[config.mk]
export PLATFORM = sky130hd
export DESIGN_NAME = mc_controller_flat
export DESIGN_NICKNAME = d
export VERILOG_FILES = /design/src/rtl/mc_controller_if.sv /design/src/rtl/mc_controller.sv /design/src/flat_wrapper.sv
export SDC_FILE = /design/constraint.sdc
export NUM_CORES = 1
export LEC_CHECK = 0
export BUFFER_PORTS_ARGS = -buffer_cell sky130_fd_sc_hd__buf_2
export CORE_ASPECT_RATIO = 2
export CORE_MARGIN = 2
export CORE_UTILIZATION = 45
export DETAILED_ROUTE_END_ITERATION = 7
export PLACE_DENSITY = 0.77
export SYNTH_ARGS = -nofsm -noshare
export SYNTH_HDL_FRONTEND = slang
export SYNTH_SLANG_ARGS = --single-unit
[constraint.sdc]
create_clock -name clk -period 3 [get_ports clk]
set_input_delay 0.6 -clock clk [delete_from_list [all_inputs] [get_ports clk]]
set_output_delay 0.6 -clock clk [all_outputs]
set_load 0.005 [all_outputs]
[src/rtl/mc_controller_if.sv]
// Control/handshake bundle between the multi-cycle MIPS controller and its datapath.
// The controller uses the master modport; the datapath side uses the slave modport.
interface mc_controller_if #(
    parameter int CNT_W = 32
);
    logic [5:0]       opcode;
    logic [5:0]       func;
    logic             zero;
    logic             mem_ready;
    logic             pcWrite;
    logic             IorD;
    logic             memRead;
    logic             memWrite;
    logic             IRWrite;
    logic             regWrite;
    logic [1:0]       regIn;
    logic [1:0]       toReg;
    logic [1:0]       pcIn;
    logic             aluSrcA;
    logic [1:0]       aluSrcB;
    logic [1:0]       ALUcntrl;
    logic             illegal;
    logic [CNT_W-1:0] retired;

    modport master (
        input  opcode, func, zero, mem_ready,
        output pcWrite, IorD, memRead, memWrite, IRWrite, regWrite,
               regIn, toReg, pcIn, aluSrcA, aluSrcB, ALUcntrl, illegal, retired
    );

    modport slave (
        output opcode, func, zero, mem_ready,
        input  pcWrite, IorD, memRead, memWrite, IRWrite, regWrite,
               regIn, toReg, pcIn, aluSrcA, aluSrcB, ALUcntrl, illegal, retired
    );
endinterface

[src/rtl/mc_controller.sv]
// Multi-cycle MIPS control FSM: fetch/decode/execute/memory/write-back sequencing,
// memory-ready stalls, illegal-opcode pulse and retired-instruction counter.
// Control outputs are registered from the next state, so they always reflect the
// current state; only the FETCH (mem_ready) and BRANCH (zero) enables are gated live.
module mc_controller #(
    parameter int CNT_W = 32
) (
    input  logic            clk,
    input  logic            rst,
    mc_controller_if.master bus
);
    localparam logic [5:0] OP_RTYPE = 6'b000000;
    localparam logic [5:0] OP_J     = 6'b000010;
    localparam logic [5:0] OP_JAL   = 6'b000011;
    localparam logic [5:0] OP_BEQ   = 6'b000100;
    localparam logic [5:0] OP_BNE   = 6'b000101;
    localparam logic [5:0] OP_ADDI  = 6'b001000;
    localparam logic [5:0] OP_SLTI  = 6'b001010;
    localparam logic [5:0] OP_LW    = 6'b100011;
    localparam logic [5:0] OP_SW    = 6'b101011;
    localparam logic [5:0] FN_JR    = 6'b001000;
    localparam logic [CNT_W-1:0] CNT_ONE = {{(CNT_W-1){1'b0}}, 1'b1};

    typedef enum logic [3:0] {
        FETCH    = 4'd0,
        DECODE   = 4'd1,
        MEM_ADDR = 4'd2,
        MEM_RD   = 4'd3,
        MEM_WB   = 4'd4,
        MEM_WR   = 4'd5,
        R_EX     = 4'd6,
        R_WB     = 4'd7,
        I_EX     = 4'd8,
        I_WB     = 4'd9,
        BRANCH   = 4'd10,
        JUMP     = 4'd11,
        JAL      = 4'd12,
        JR       = 4'd13
    } state_t;

    typedef struct packed {
        logic       pc_write;   // unconditional PC load
        logic       fetch;      // IRWrite/pcWrite follow mem_ready
        logic       branch;     // pcWrite follows the branch condition
        logic       iord;
        logic       mem_read;
        logic       mem_write;
        logic       reg_write;
        logic [1:0] reg_in;
        logic [1:0] to_reg;
        logic [1:0] pc_in;
        logic       alu_src_a;
        logic [1:0] alu_src_b;
        logic [1:0] alu_ctrl;
    } ctrl_t;

    state_t           state_r;
    state_t           next_s;
    ctrl_t            ctrl_r;
    logic             illegal_r;
    logic [CNT_W-1:0] retired_r;
    logic             is_bne_s;

    // Moore control word for a state; op only selects add vs slt in I_EX.
    function automatic ctrl_t ctrl_of(input state_t s, input logic [5:0] op);
        ctrl_t c;
        c = '0;
        case (s)
            FETCH:    begin c.fetch = 1'b1; c.mem_read = 1'b1; c.alu_src_b = 2'd1; end
            DECODE:   begin c.alu_src_b = 2'd3; end
            MEM_ADDR: begin c.alu_src_a = 1'b1; c.alu_src_b = 2'd2; end
            MEM_RD:   begin c.iord = 1'b1; c.mem_read = 1'b1; end
            MEM_WB:   begin c.reg_write = 1'b1; c.reg_in = 2'd0; c.to_reg = 2'd1; end
            MEM_WR:   begin c.iord = 1'b1; c.mem_write = 1'b1; end
            R_EX:     begin c.alu_src_a = 1'b1; c.alu_src_b = 2'd0; c.alu_ctrl = 2'd2; end
            R_WB:     begin c.reg_write = 1'b1; c.reg_in = 2'd1; c.to_reg = 2'd0; end
            I_EX:     begin
                c.alu_src_a = 1'b1;
                c.alu_src_b = 2'd2;
                c.alu_ctrl  = (op == OP_SLTI) ? 2'd3 : 2'd0;
            end
            I_WB:     begin c.reg_write = 1'b1; c.reg_in = 2'd0; c.to_reg = 2'd0; end
            BRANCH:   begin c.branch = 1'b1; c.alu_src_a = 1'b1; c.alu_ctrl = 2'd1; c.pc_in = 2'd3; end
            JUMP:     begin c.pc_write = 1'b1; c.pc_in = 2'd1; end
            JAL:      begin
                c.pc_write  = 1'b1;
                c.pc_in     = 2'd1;
                c.reg_write = 1'b1;
                c.reg_in    = 2'd2;
                c.to_reg    = 2'd2;
            end
            JR:       begin c.pc_write = 1'b1; c.pc_in = 2'd2; end
            default:  begin c.fetch = 1'b1; c.mem_read = 1'b1; c.alu_src_b = 2'd1; end
        endcase
        return c;
    endfunction

    // Successor state; unused encodings fall back to FETCH.
    function automatic state_t next_of(input state_t s, input logic [5:0] op,
                                       input logic [5:0] fn, input logic rdy);
        state_t n;
        n = FETCH;
        case (s)
            FETCH:    n = rdy ? DECODE : FETCH;
            DECODE: begin
                case (op)
                    OP_RTYPE:       n = (fn == FN_JR) ? JR : R_EX;
                    OP_LW, OP_SW:   n = MEM_ADDR;
                    OP_BEQ, OP_BNE: n = BRANCH;
                    OP_ADDI, OP_SLTI: n = I_EX;
                    OP_J:           n = JUMP;
                    OP_JAL:         n = JAL;
                    default:        n = FETCH;
                endcase
            end
            MEM_ADDR: n = (op == OP_LW) ? MEM_RD : MEM_WR;
            MEM_RD:   n = rdy ? MEM_WB : MEM_RD;
            MEM_WR:   n = rdy ? FETCH : MEM_WR;
            R_EX:     n = R_WB;
            I_EX:     n = I_WB;
            default:  n = FETCH;
        endcase
        return n;
    endfunction

    // Opcodes the datapath can execute.
    function automatic logic is_legal(input logic [5:0] op);
        logic ok;
        case (op)
            OP_RTYPE, OP_J, OP_JAL, OP_BEQ, OP_BNE,
            OP_ADDI, OP_SLTI, OP_LW, OP_SW: ok = 1'b1;
            default:                        ok = 1'b0;
        endcase
        return ok;
    endfunction

    // States that complete an instruction when they hand back to FETCH.
    function automatic logic is_last(input state_t s);
        logic last;
        case (s)
            MEM_WB, MEM_WR, R_WB, I_WB, BRANCH, JUMP, JAL, JR: last = 1'b1;
            default:                                          last = 1'b0;
        endcase
        return last;
    endfunction

    assign next_s   = next_of(state_r, bus.opcode, bus.func, bus.mem_ready);
    assign is_bne_s = (bus.opcode == OP_BNE);

    // State, registered control word, illegal pulse and retired counter.
    always_ff @(posedge clk or posedge rst) begin
        if (rst) begin
            state_r   <= FETCH;
            ctrl_r    <= ctrl_of(FETCH, OP_RTYPE);
            illegal_r <= 1'b0;
            retired_r <= '0;
        end else begin
            state_r   <= next_s;
            ctrl_r    <= ctrl_of(next_s, bus.opcode);
            illegal_r <= (state_r == DECODE) && !is_legal(bus.opcode);
            if (is_last(state_r) && (next_s == FETCH)) begin
                retired_r <= retired_r + CNT_ONE;
            end else begin
                retired_r <= retired_r;
            end
        end
    end

    assign bus.pcWrite  = ctrl_r.pc_write
                        | (ctrl_r.fetch  & bus.mem_ready)
                        | (ctrl_r.branch & (bus.zero ^ is_bne_s));
    assign bus.IRWrite  = ctrl_r.fetch & bus.mem_ready;
    assign bus.IorD     = ctrl_r.iord;
    assign bus.memRead  = ctrl_r.mem_read;
    assign bus.memWrite = ctrl_r.mem_write;
    assign bus.regWrite = ctrl_r.reg_write;
    assign bus.regIn    = ctrl_r.reg_in;
    assign bus.toReg    = ctrl_r.to_reg;
    assign bus.pcIn     = ctrl_r.pc_in;
    assign bus.aluSrcA  = ctrl_r.alu_src_a;
    assign bus.aluSrcB  = ctrl_r.alu_src_b;
    assign bus.ALUcntrl = ctrl_r.alu_ctrl;
    assign bus.illegal  = illegal_r;
    assign bus.retired  = retired_r;
endmodule

[src/flat_wrapper.sv]
// flat-port wrapper written by rule: the top's interface ports become plain ports
module mc_controller_flat 
#(
    parameter int CNT_W = 32
)
  (clk, rst, bus_opcode, bus_func, bus_zero, bus_mem_ready, bus_pcWrite, bus_IorD, bus_memRead, bus_memWrite, bus_IRWrite, bus_regWrite, bus_regIn, bus_toReg, bus_pcIn, bus_aluSrcA, bus_aluSrcB, bus_ALUcntrl, bus_illegal, bus_retired);
  mc_controller_if #(.CNT_W(CNT_W)) bus_i ();
  input  logic clk;
  input  logic rst;
  input wire logic [$bits(bus_i.opcode)-1:0] bus_opcode;
  input wire logic [$bits(bus_i.func)-1:0] bus_func;
  input wire logic [$bits(bus_i.zero)-1:0] bus_zero;
  input wire logic [$bits(bus_i.mem_ready)-1:0] bus_mem_ready;
  output wire logic [$bits(bus_i.pcWrite)-1:0] bus_pcWrite;
  output wire logic [$bits(bus_i.IorD)-1:0] bus_IorD;
  output wire logic [$bits(bus_i.memRead)-1:0] bus_memRead;
  output wire logic [$bits(bus_i.memWrite)-1:0] bus_memWrite;
  output wire logic [$bits(bus_i.IRWrite)-1:0] bus_IRWrite;
  output wire logic [$bits(bus_i.regWrite)-1:0] bus_regWrite;
  output wire logic [$bits(bus_i.regIn)-1:0] bus_regIn;
  output wire logic [$bits(bus_i.toReg)-1:0] bus_toReg;
  output wire logic [$bits(bus_i.pcIn)-1:0] bus_pcIn;
  output wire logic [$bits(bus_i.aluSrcA)-1:0] bus_aluSrcA;
  output wire logic [$bits(bus_i.aluSrcB)-1:0] bus_aluSrcB;
  output wire logic [$bits(bus_i.ALUcntrl)-1:0] bus_ALUcntrl;
  output wire logic [$bits(bus_i.illegal)-1:0] bus_illegal;
  output wire logic [$bits(bus_i.retired)-1:0] bus_retired;
  assign bus_i.opcode = bus_opcode;
  assign bus_i.func = bus_func;
  assign bus_i.zero = bus_zero;
  assign bus_i.mem_ready = bus_mem_ready;
  assign bus_pcWrite = bus_i.pcWrite;
  assign bus_IorD = bus_i.IorD;
  assign bus_memRead = bus_i.memRead;
  assign bus_memWrite = bus_i.memWrite;
  assign bus_IRWrite = bus_i.IRWrite;
  assign bus_regWrite = bus_i.regWrite;
  assign bus_regIn = bus_i.regIn;
  assign bus_toReg = bus_i.toReg;
  assign bus_pcIn = bus_i.pcIn;
  assign bus_aluSrcA = bus_i.aluSrcA;
  assign bus_aluSrcB = bus_i.aluSrcB;
  assign bus_ALUcntrl = bus_i.ALUcntrl;
  assign bus_illegal = bus_i.illegal;
  assign bus_retired = bus_i.retired;
  mc_controller #(.CNT_W(CNT_W)) u_core (.clk(clk), .rst(rst), .bus(bus_i));
endmodule
* Word level (Yosys, flattened, before mapping)
Memories as Yosys holds them, arrays and structs flattened. Cells that the tools add are included.
Word-level totals: register bits after elaboration 55, memory bits (read-only) 16, input bits 16, output and inout bits 50, logic and storage cells 89, memories kept 1
Operators by class: add/subtract/negate cells 1, equal/unequal tests 28, mux-type cells 20, bitwise operators 5, reductions and logical operators 18
Memory list:
- (no name shown) | depth 16, bits a word 1, rd ports 1, clocked after Yosys merged registers in 0, write ports 0, line mc_controller.sv:140 | case (s)
Operators with widths (count):
- adder 32 x 1 -> 32 bit, second input constant | 1
- == test 4 bit, second input constant | 7
- case mux 4 bit (7 select lines) | 1
- == test 4 x 3 -> 1 bit, second input constant | 6
- case mux 4 bit (6 select lines) | 1
- case mux 5 bit (4 select lines) | 1
- == test 6 x 4 -> 1 bit, second input constant | 3
- case mux 2 bit (3 select lines) | 3
- == test 4 x 2 -> 1 bit, second input constant | 4
- OR reduction 13 bit | 1
- == test 6 x 2 -> 1 bit, second input constant | 2
- == test 6 x 3 -> 1 bit, second input constant | 2
- == test 6 bit, second input constant | 2
- OR reduction 12 bit | 1
- OR reduction 2 bit | 6
- OR reduction 10 bit | 1
- 2-to-1 mux 1 bit | 9
- 2-to-1 mux 3 bit | 3
- OR reduction 9 bit | 1
- == test 4 x 1 -> 1 bit, second input constant | 2
- zero test 4 bit | 2
- zero test 6 bit | 1
- 2-to-1 mux 4 bit | 1
- OR reduction 4 bit | 1
- other kinds (7) | 10

* Longest topological paths before layout
Gate-level depths: netlist (run 1).
depth in word-level cells 7, mapped depth 8, gate-level depth less buffers 7

* Worst setup path before layout (run 1)
OpenSTA, ideal clock, no wires.
path type input to register, from in bus_opcode[1], to reg u_core.ctrl_r (netlist bit u_core.bus.pcIn[0]), library setup time 0.143 ns, arrival time 2.143 ns, required time 2.857 ns, setup slack 0.713 ns, cell stages on the path 7, path buffers 1, cell sequence buf_2 nand2b_1 or4_1 a311oi_2 inv_1 nand2b_1 o22ai_1
Between the ends: word-level cells in the longest chain between the ends 7, elaborated cells between the ends (all ways) 21
Ends and longest elaborated chain:
- start: declaration | line flat_wrapper.sv:10 | input wire logic [$bits(bus_i.opcode)-1:0] bus_opcode;
- == test 6 x 4 -> 1 bit (tied with other cells) | line mc_controller.sv:106 | case (op)
- OR reduction 2 bit | line mc_controller.sv:106
- case mux 4 bit (6 select lines) | line mc_controller.sv:106
- case mux 4 bit (7 select lines) * | line mc_controller.sv:103 | case (s)
- via u_core.next_s[2] | line mc_controller.sv:58 | state_t next_s;
- == test 4 bit | line mc_controller.sv:68 | case (s)
- OR reduction 2 bit (no source line)
- case mux 2 bit (3 select lines) * | line mc_controller.sv:68
- end signal: assignment | line mc_controller.sv:154 | ctrl_r <= ctrl_of(FETCH, OP_RTYPE);
- end signal: assignment | line mc_controller.sv:159 | ctrl_r <= ctrl_of(next_s, bus.opcode);
- end: declaration | line mc_controller.sv:59 | ctrl_t ctrl_r;
Mark *: on every way through the listed nets, which the timed path passes. The rest lies on a longest branch. A chain may end at the register's enable or synchronous reset.

* Final worst setup path (run 1)
from reg u_core.state_r[3], to reg u_core.retired_r[30] (netlist: u_core.bus.retired[30])
Between the ends: word-level cells in the longest chain between the ends 4, elaborated cells between the ends (all ways) 11
Ends and longest elaborated chain:
- start: declaration | line mc_controller.sv:57 | state_t state_r;
- start signal: assignment | line mc_controller.sv:158 | state_r <= next_s;
- == test 4 bit (tied with other cells) | line mc_controller.sv:103
- case mux 4 bit (7 select lines) | line mc_controller.sv:103
- zero test 4 bit | line mc_controller.sv:161 | if (is_last(state_r) && (next_s == FETCH)) begin
- logical AND 1 bit * | line mc_controller.sv:161
- end signal: assignment | line mc_controller.sv:162 | retired_r <= retired_r + CNT_ONE;
- end signal: assignment | line mc_controller.sv:164 | retired_r <= retired_r;
- end: declaration | line mc_controller.sv:61 | logic [CNT_W-1:0] retired_r;
Every way passes the cells marked *; elsewhere a longest branch is shown, timed or not.

==> impl_metrics.py, run 1 <==
metrics = {
    "yosys": {
        "synth_common_cells": "dfrtp_1 (51), nor2_1 (24), nand2_1 (23)",
        "ys_types": 42,
        "synth_top_area_frac": 0.478,
        "syn_inst": 263,
        "yosys_most_used_dff": "dfrtp_1",
        "synth_area_um2": 2670,
        "async_flop_share": 1.00,
        "synth-seq-area-share": 0.507,
        "yosysTopAreaCell": "dfrtp_1",
        "synth_warnings": 0,
        "syn_avg_cell_area_um2": 10.2,
        "synth_edf_count": 0,
        "synth_fp_nets": 280,
        "ys_ff_latch": 54,
        "synth.area.top_cells": "dfrtp_1 (48%), xnor2_1 (6.9%), xor2_1 (4.9%), nor2_1 (3.4%), nand2_1 (3.2%)",
        "yosysMostFrequentCell": "dfrtp_1",
    },
    "pwr": {
        "powerDensity_nw_per_um2": 609,
        "p_total_uw": 1910,
        "irDropWorstVdd_v": 0.000567,
        "cellLeakagePower_uw": 0.00162,
    },
    "detailed_routing": {
        "wl_mm": 5.65,
        "drc_errors": 0,
        "antenna_left": 0,
        "vias_per_cell": 5.44,
        "vias": 2101,
        "firstDrtPassIters": 4,
        "wl_per_cell_um": 14.6,
        "drtIter0Drc": 59,
    },
    "sta": {
        "post-route-period-util": 0.821,
        "slew_viol_final": 0,
        "hold_violations": 0,
        "worst_clock_skew_ns": 0.00712,
        "setup-violations-final": 0,
        "tns_ns": 0,
        "worst_pin_slew_ns": 0.622,
        "slew_headroom": 0.584,
        "min_period_ns": 2.46,
        "rsz0062_at_grt": "no",
        "maxClockFrequency_ghz": 0.406,
    },
    "global_routing": {
        "grt_max_degree": 31,
        "grt_use_total": 0.187,
        "antenna_found_initial": 0,
        "overflow": 0,
        "grt_pass1_wl_mm": 9.40,
        "grt_pass1_vias": 2084,
    },
    "setup_path": {
        "worstPathArrival_ns": 2.64,
        "cp_max_fo": 11,
        "cp-end-kind": "register",
        "start_kind": "register",
        "worstPathRequired_ns": 3.17,
        "critPathKind": "reg2reg",
    },
    "clock_tree": {
        "root_buffer": "clkbuf_16",
        "numCtsBuffers": 5,
        "cts_tree": "yes",
        "cts_setup_buffers": 0,
        "cts_htree_levels": 2,
        "clk_latency_ns": 0.30,
        "cts_hold_buf": 0,
        "cts.clk_slew.worst_paths_ns": 0.07,
        "cts_sinks": 54,
        "post_cts_resized": 0,
        "clk_path_buf_depth": 2,
    },
    "floorplan": {
        "die-area_um2": 6610,
        "fp.dieW_um": 58.5,
        "row_count": 39,
        "core-area_um2": 5710,
        "initial_core_util": 0.468,
        "fp.dieH_um": 113,
        "io_pins": 66,
    },
    "placement": {
        "hpwl_mm": 4.34,
        "placed_area_um2": 3000,
        "gp_congestion": 0.821,
        "port_buffers": 65,
    },
    "run": {
        "maxCapViolations": 0,
    },
    "status": {
        "outcome": "completed",
    },
    "finish": {
        "drive_above_1_share": 0.262,
        "antennaDiodeCount": 0,
        "synthToLayoutAreaGrowth_pct": 17.7,
        "fin_nets": 341,
        "stdcell_area_um2": 3140,
    },
    "min_path": {
        "hold_path.class": "in2async",
    },
}
kinds of logic after synthesis:
logic type      share of synthesized area
fa+ha+maj                         0.00468
flops                               0.507
simple gates                        0.237
compound gates                     0.0787
buf+inv                            0.0487
xor+xnor                            0.118
mux                               0.00562
metal layers:
| metal | vias to the layer above | track usage | part of all wire |
|---|---|---|---|
| met3 | 10 | 0.0343 | 0.041 |
| met2 | 49 | 0.345 | 0.57 |
| met4 | 0 | 0.0868 | 0.022 |
| met1 | 1019 | 0.194 | 0.36 |
| met5 | - | 0 | 0 |
| li1 | 1023 | - | - |
flip-flops by register name (all words and copies together), names as in the netlist:
name and flops:
u_core.ctrl_r 3, u_core.bus.regIn 2, u_core.bus.illegal 1, u_core.bus.ALUcntrl 2, u_core.bus.IorD 1, u_core.bus.memRead 1, u_core.state_r 4, u_core.bus.aluSrcA 1
u_core.bus.memWrite 1, u_core.bus.pcIn 2, u_core.bus.aluSrcB 2, u_core.bus.retired 32, u_core.bus.regWrite 1, u_core.bus.toReg 1
critical path, cell delays in order (launching register included):
cell	delay, ns
dfrtp_1	0.49
or4b_1	0.72
o41a_1	0.50
nand3_1	0.33
nor3_1	0.14
xor2_1	0.16
final timing paths:
path / start / to / slack, ns / cells after the start
worst min register to register: u_core.bus.retired[31] / u_core.bus.retired[31] / 0.47 / 1
worst max register to register: u_core.state_r[3] / u_core.bus.retired[30] / 0.54 / 5
min in group clk: u_core.bus.retired[31] / u_core.bus.retired[31] / 0.47 / 1
worst min-delay path: rst / u_core.bus.retired[22] / 0.37 / 2
max in group asynchronous: rst / u_core.ctrl_r[16] / 1.88 / 3
worst max-delay path: u_core.state_r[3] / u_core.bus.retired[30] / 0.54 / 5
where the power goes:
group | internal [µW] | switching [µW] | leakage, µW | total, µW
clock | 310 | 256 | 0.0000631 | 566
sequential | 823 | 68.3 | 0.000728 | 891
combinational | 193 | 263 | 0.000827 | 456
metrics by stage:
step / hold slack, ns / std cells / worst slack [ns] / util
after CTS: 0.395 / 386 / 0.549 / 0.551
after global routing: 0.429 / 386 / 0.403 / 0.551
after floorplan: 0.468 / 263 / 0.713 / -
final: 0.370 / 386 / 0.537 / 0.551
after global placement: 0.457 / 378 / 0.415 / 0.525
after detailed placement: 0.466 / 378 / 0.372 / 0.525
placed cells by master, fill, tap and decap left out, types with 7 or more instances in the layout:
| cell | synthesis | routed |
|---|---|---|
| a21oi_1 | 12 | 12 |
| and3_1 | 11 | 11 |
| buf_2 | 5 | 65 |
| dfrtp_1 | 51 | 51 |
| nand2_1 | 23 | 23 |
| nand3_1 | 17 | 17 |
| nand4_1 | 7 | 7 |
| nor2_1 | 24 | 24 |
| nor3_1 | 12 | 12 |
| xnor2_1 | 21 | 21 |
| xor2_1 | 15 | 15 |
cell type report:
type / instances / area, µm²
Inverter: 5 / 18.8
Clock buffer: 6 / 129
Fill cell: 524 / 2570
Clock inverter: 2 / 15.0
Timing Repair Buffer: 70 / 363
Multi-Input combinational cell: 188 / 1190
Tap cell: 61 / 76.3
Sequential cell: 54 / 1360
(Power assumes the default switching activity.)
==> run 2: changes to the inputs <==
Settings changed: ABC_AREA set to 1, PLACE_DENSITY 0.77 to 0.75.
Clock period 3 ns to 2.55 ns, I/O delays scaled along.
==> run 2 against run 1 <==
- sequential power increased by 17%
- die area is 27% higher
- register-to-register slack got worse by 0.06 ns
- setup slack worse by 0.061 ns
- global-route usage up 1.9 points
- via count rose by 53%
- critical path depth increased by 5
- highest routed layer unchanged
- clock skew decreased by 0.00075 ns
- sequential share of layout area decreased by 8.5 points
- cell count up 62%
- flip-flop and latch count unchanged
==> impl_metrics.py, run 2 <==
metrics = {
    "setup_path": {
        "cp-end-kind": "register",
        "cp_max_fo": 32,
        "r2r_cells": 10,
        "critPathKind": "reg2reg",
        "worstPathArrival_ns": 2.31,
        "worstPathRequired_ns": 2.79,
        "start_kind": "register",
    },
    "detailed_routing": {
        "met3WireLength_um": 380,
        "vias_per_cell": 5.16,
        "drtIter0Drc": 272,
        "wl_met2_mm": 3.90,
        "antenna_left": 0,
        "wl_per_cell_um": 12.9,
        "vias": 3224,
        "firstDrtPassIters": 5,
        "m1WireLength_mm": 3.64,
        "top_layer_used": "met4",
        "drc_errors": 0,
        "wl_mm": 8.06,
    },
    "sta": {
        "worst_pin_slew_ns": 0.755,
        "worst_slack_ns": 0.476,
        "min_period_ns": 2.07,
        "post-route-period-util": 0.813,
        "hold_violations": 0,
        "worst_clock_skew_ns": 0.00637,
        "rsz0062_at_grt": "no",
        "slew_viol_final": 0,
        "maxClockFrequency_ghz": 0.482,
        "setup-violations-final": 0,
        "hold_slack_ns": 0.342,
        "slew_headroom": 0.496,
        "tns_ns": 0,
    },
    "clock_tree": {
        "cts_setup_buffers": 0,
        "post_cts_resized": 0,
        "cts_htree_levels": 2,
        "cts.clk_slew.worst_paths_ns": 0.07,
        "cts_tree": "yes",
        "cts_sinks": 54,
        "clk_path_buf_depth": 2,
        "cts_hold_buf": 0,
        "root_buffer": "clkbuf_16",
        "numCtsBuffers": 5,
        "clk_latency_ns": 0.30,
    },
    "finish": {
        "antennaDiodeCount": 0,
        "drive_above_1_share": 0.190,
        "fin_nets": 547,
        "synthToLayoutAreaGrowth_pct": 13.6,
        "layout_common_cells": "nand2_1 (162), buf_2 (65), nor2_1 (54)",
        "fill_cells": 724,
        "largest_reg_flops": 32,
        "mostFrequentLayoutCell": "nand2_1",
    },
    "yosys": {
        "synth.area.top_cells": "dfrtp_1 (37%), nand2_1 (18%), nand4_1 (7.4%), nor2_1 (5.9%), inv_1 (4.7%)",
        "synth-seq-area-share": 0.393,
        "synth_top_family_by_area": "simple AND/OR/NAND/NOR gates",
        "synthSimpleGateAreaFrac": 0.430,
        "synth-xor-area-share": 0.0610,
        "synth_edf_count": 0,
        "yosys.area_share.adder": 0.00363,
        "yosys_most_used_dff": "dfrtp_1",
        "async_flop_share": 1.00,
        "yosysMostFrequentCell": "nand2_1",
        "synth_top_area_frac": 0.370,
        "ys_types": 29,
        "synth_fp_nets": 493,
        "synth_warnings": 0,
        "syn_inst": 476,
        "ys_ff_latch": 54,
        "syn_avg_cell_area_um2": 7.24,
        "yosysTopAreaCell": "dfrtp_1",
        "synth_common_cells": "nand2_1 (162), nor2_1 (54), dfrtp_1 (51)",
        "synth_area_um2": 3450,
        "synth_mux_area_frac": 0,
        "synth_compound_area_frac": 0.0156,
    },
    "placement": {
        "gp_congestion": 0.911,
        "pre_cts_slack_ns": 0.310,
        "hpwl_mm": 5.91,
        "port_buffers": 65,
    },
    "pwr": {
        "cellLeakagePower_uw": 0.00216,
        "powerDensity_nw_per_um2": 636,
        "irDropWorstVdd_v": 0.000432,
    },
    "global_routing": {
        "grt_use_total": 0.206,
        "antenna_found_initial": 0,
        "grt_pass1_vias": 3083,
        "grt_max_degree": 39,
        "grt_pass1_wl_mm": 13.9,
        "overflow": 0,
    },
    "floorplan": {
        "fp.dieH_um": 128,
        "core-area_um2": 7490,
        "die-area_um2": 8420,
        "fp.dieW_um": 65.9,
        "io_pins": 66,
        "row_count": 45,
        "initial_core_util": 0.460,
    },
    "run": {
        "maxCapViolations": 0,
    },
    "min_path": {
        "hold_path.class": "in2async",
    },
    "status": {
        "outcome": "completed",
    },
}
-- run 2: worst paths after layout --
| check | startpoint | to | slack (ns) |
|---|---|---|---|
| max | u_core.state_r[0] | u_core.bus.retired[29] | 0.48 |
| min | rst | u_core.bus.retired[26] | 0.34 |
| max reg2reg | u_core.state_r[0] | u_core.bus.retired[29] | 0.48 |
| min reg2reg | u_core.bus.retired[31] | u_core.bus.retired[31] | 0.53 |
| max in group asynchronous | rst | u_core.bus.retired[14] | 1.51 |
| min in group clk | u_core.bus.retired[31] | u_core.bus.retired[31] | 0.53 |
-- run 2: stage by stage --
stage / cell area (µm²) / std cells / util / total power (µW)
CTS: 3920 / 625 / 0.523 / 2500
floorplan: 3450 / 476 / - / 1640
finish: 3920 / 625 / 0.523 / 2490
global route: 3920 / 625 / 0.523 / 2650
global placement: 3760 / 617 / 0.503 / 1800
detailed placement: 3760 / 617 / 0.503 / 1810
-- run 2: power by group --
group          internal [µW]  leakage (µW)  switching (µW)  total, µW
registers                961      0.000736            80.0       1040
logic                    219       0.00135             534        753
clock network            370     0.0000704             325        695
total                   1550       0.00216             939       2490
-- run 2: logic make-up after synthesis --
logic type | after synthesis
flip-flops | 54
XOR/XNOR | 24
buffers and inverters | 67
AO/OA/AOI/OAI | 10
AND/OR/NAND/NOR | 320
adder cells (fa/ha/maj) | 1
-- run 2: layout make-up --
class / instances / area [µm²] / share of cell area
repair buffers: 70 / 363 / 0.0927
flip-flops and latches: 54 / 1360 / 0.346
well taps: 94 / 118 / 0.0300
clock buffers: 5 / 125 / 0.0320
inverters: 44 / 165 / 0.0422
multi-input cells: 355 / 1760 / 0.451
clock inverters: 3 / 25.0 / 0.00639
-- run 2: worst max-delay path: stages (launching register included) --
cell,delay [ns]
dfrtp_1,0.43
inv_1,0.16
nor2_2,0.05
nand3_1,0.12
nand3_1,0.11
a21oi_1,0.16
nand2_2,0.16
nor2_4,0.19
buf_4,0.35
nand4_1,0.17
nand2_1,0.11
-- run 2: routing by layer --
metal  global-route usage  up-vias
met3               0.0325       12
met5                    0        -
met4               0.0748        0
met1                0.271     1494
met2                0.337       81
li1                     -     1637
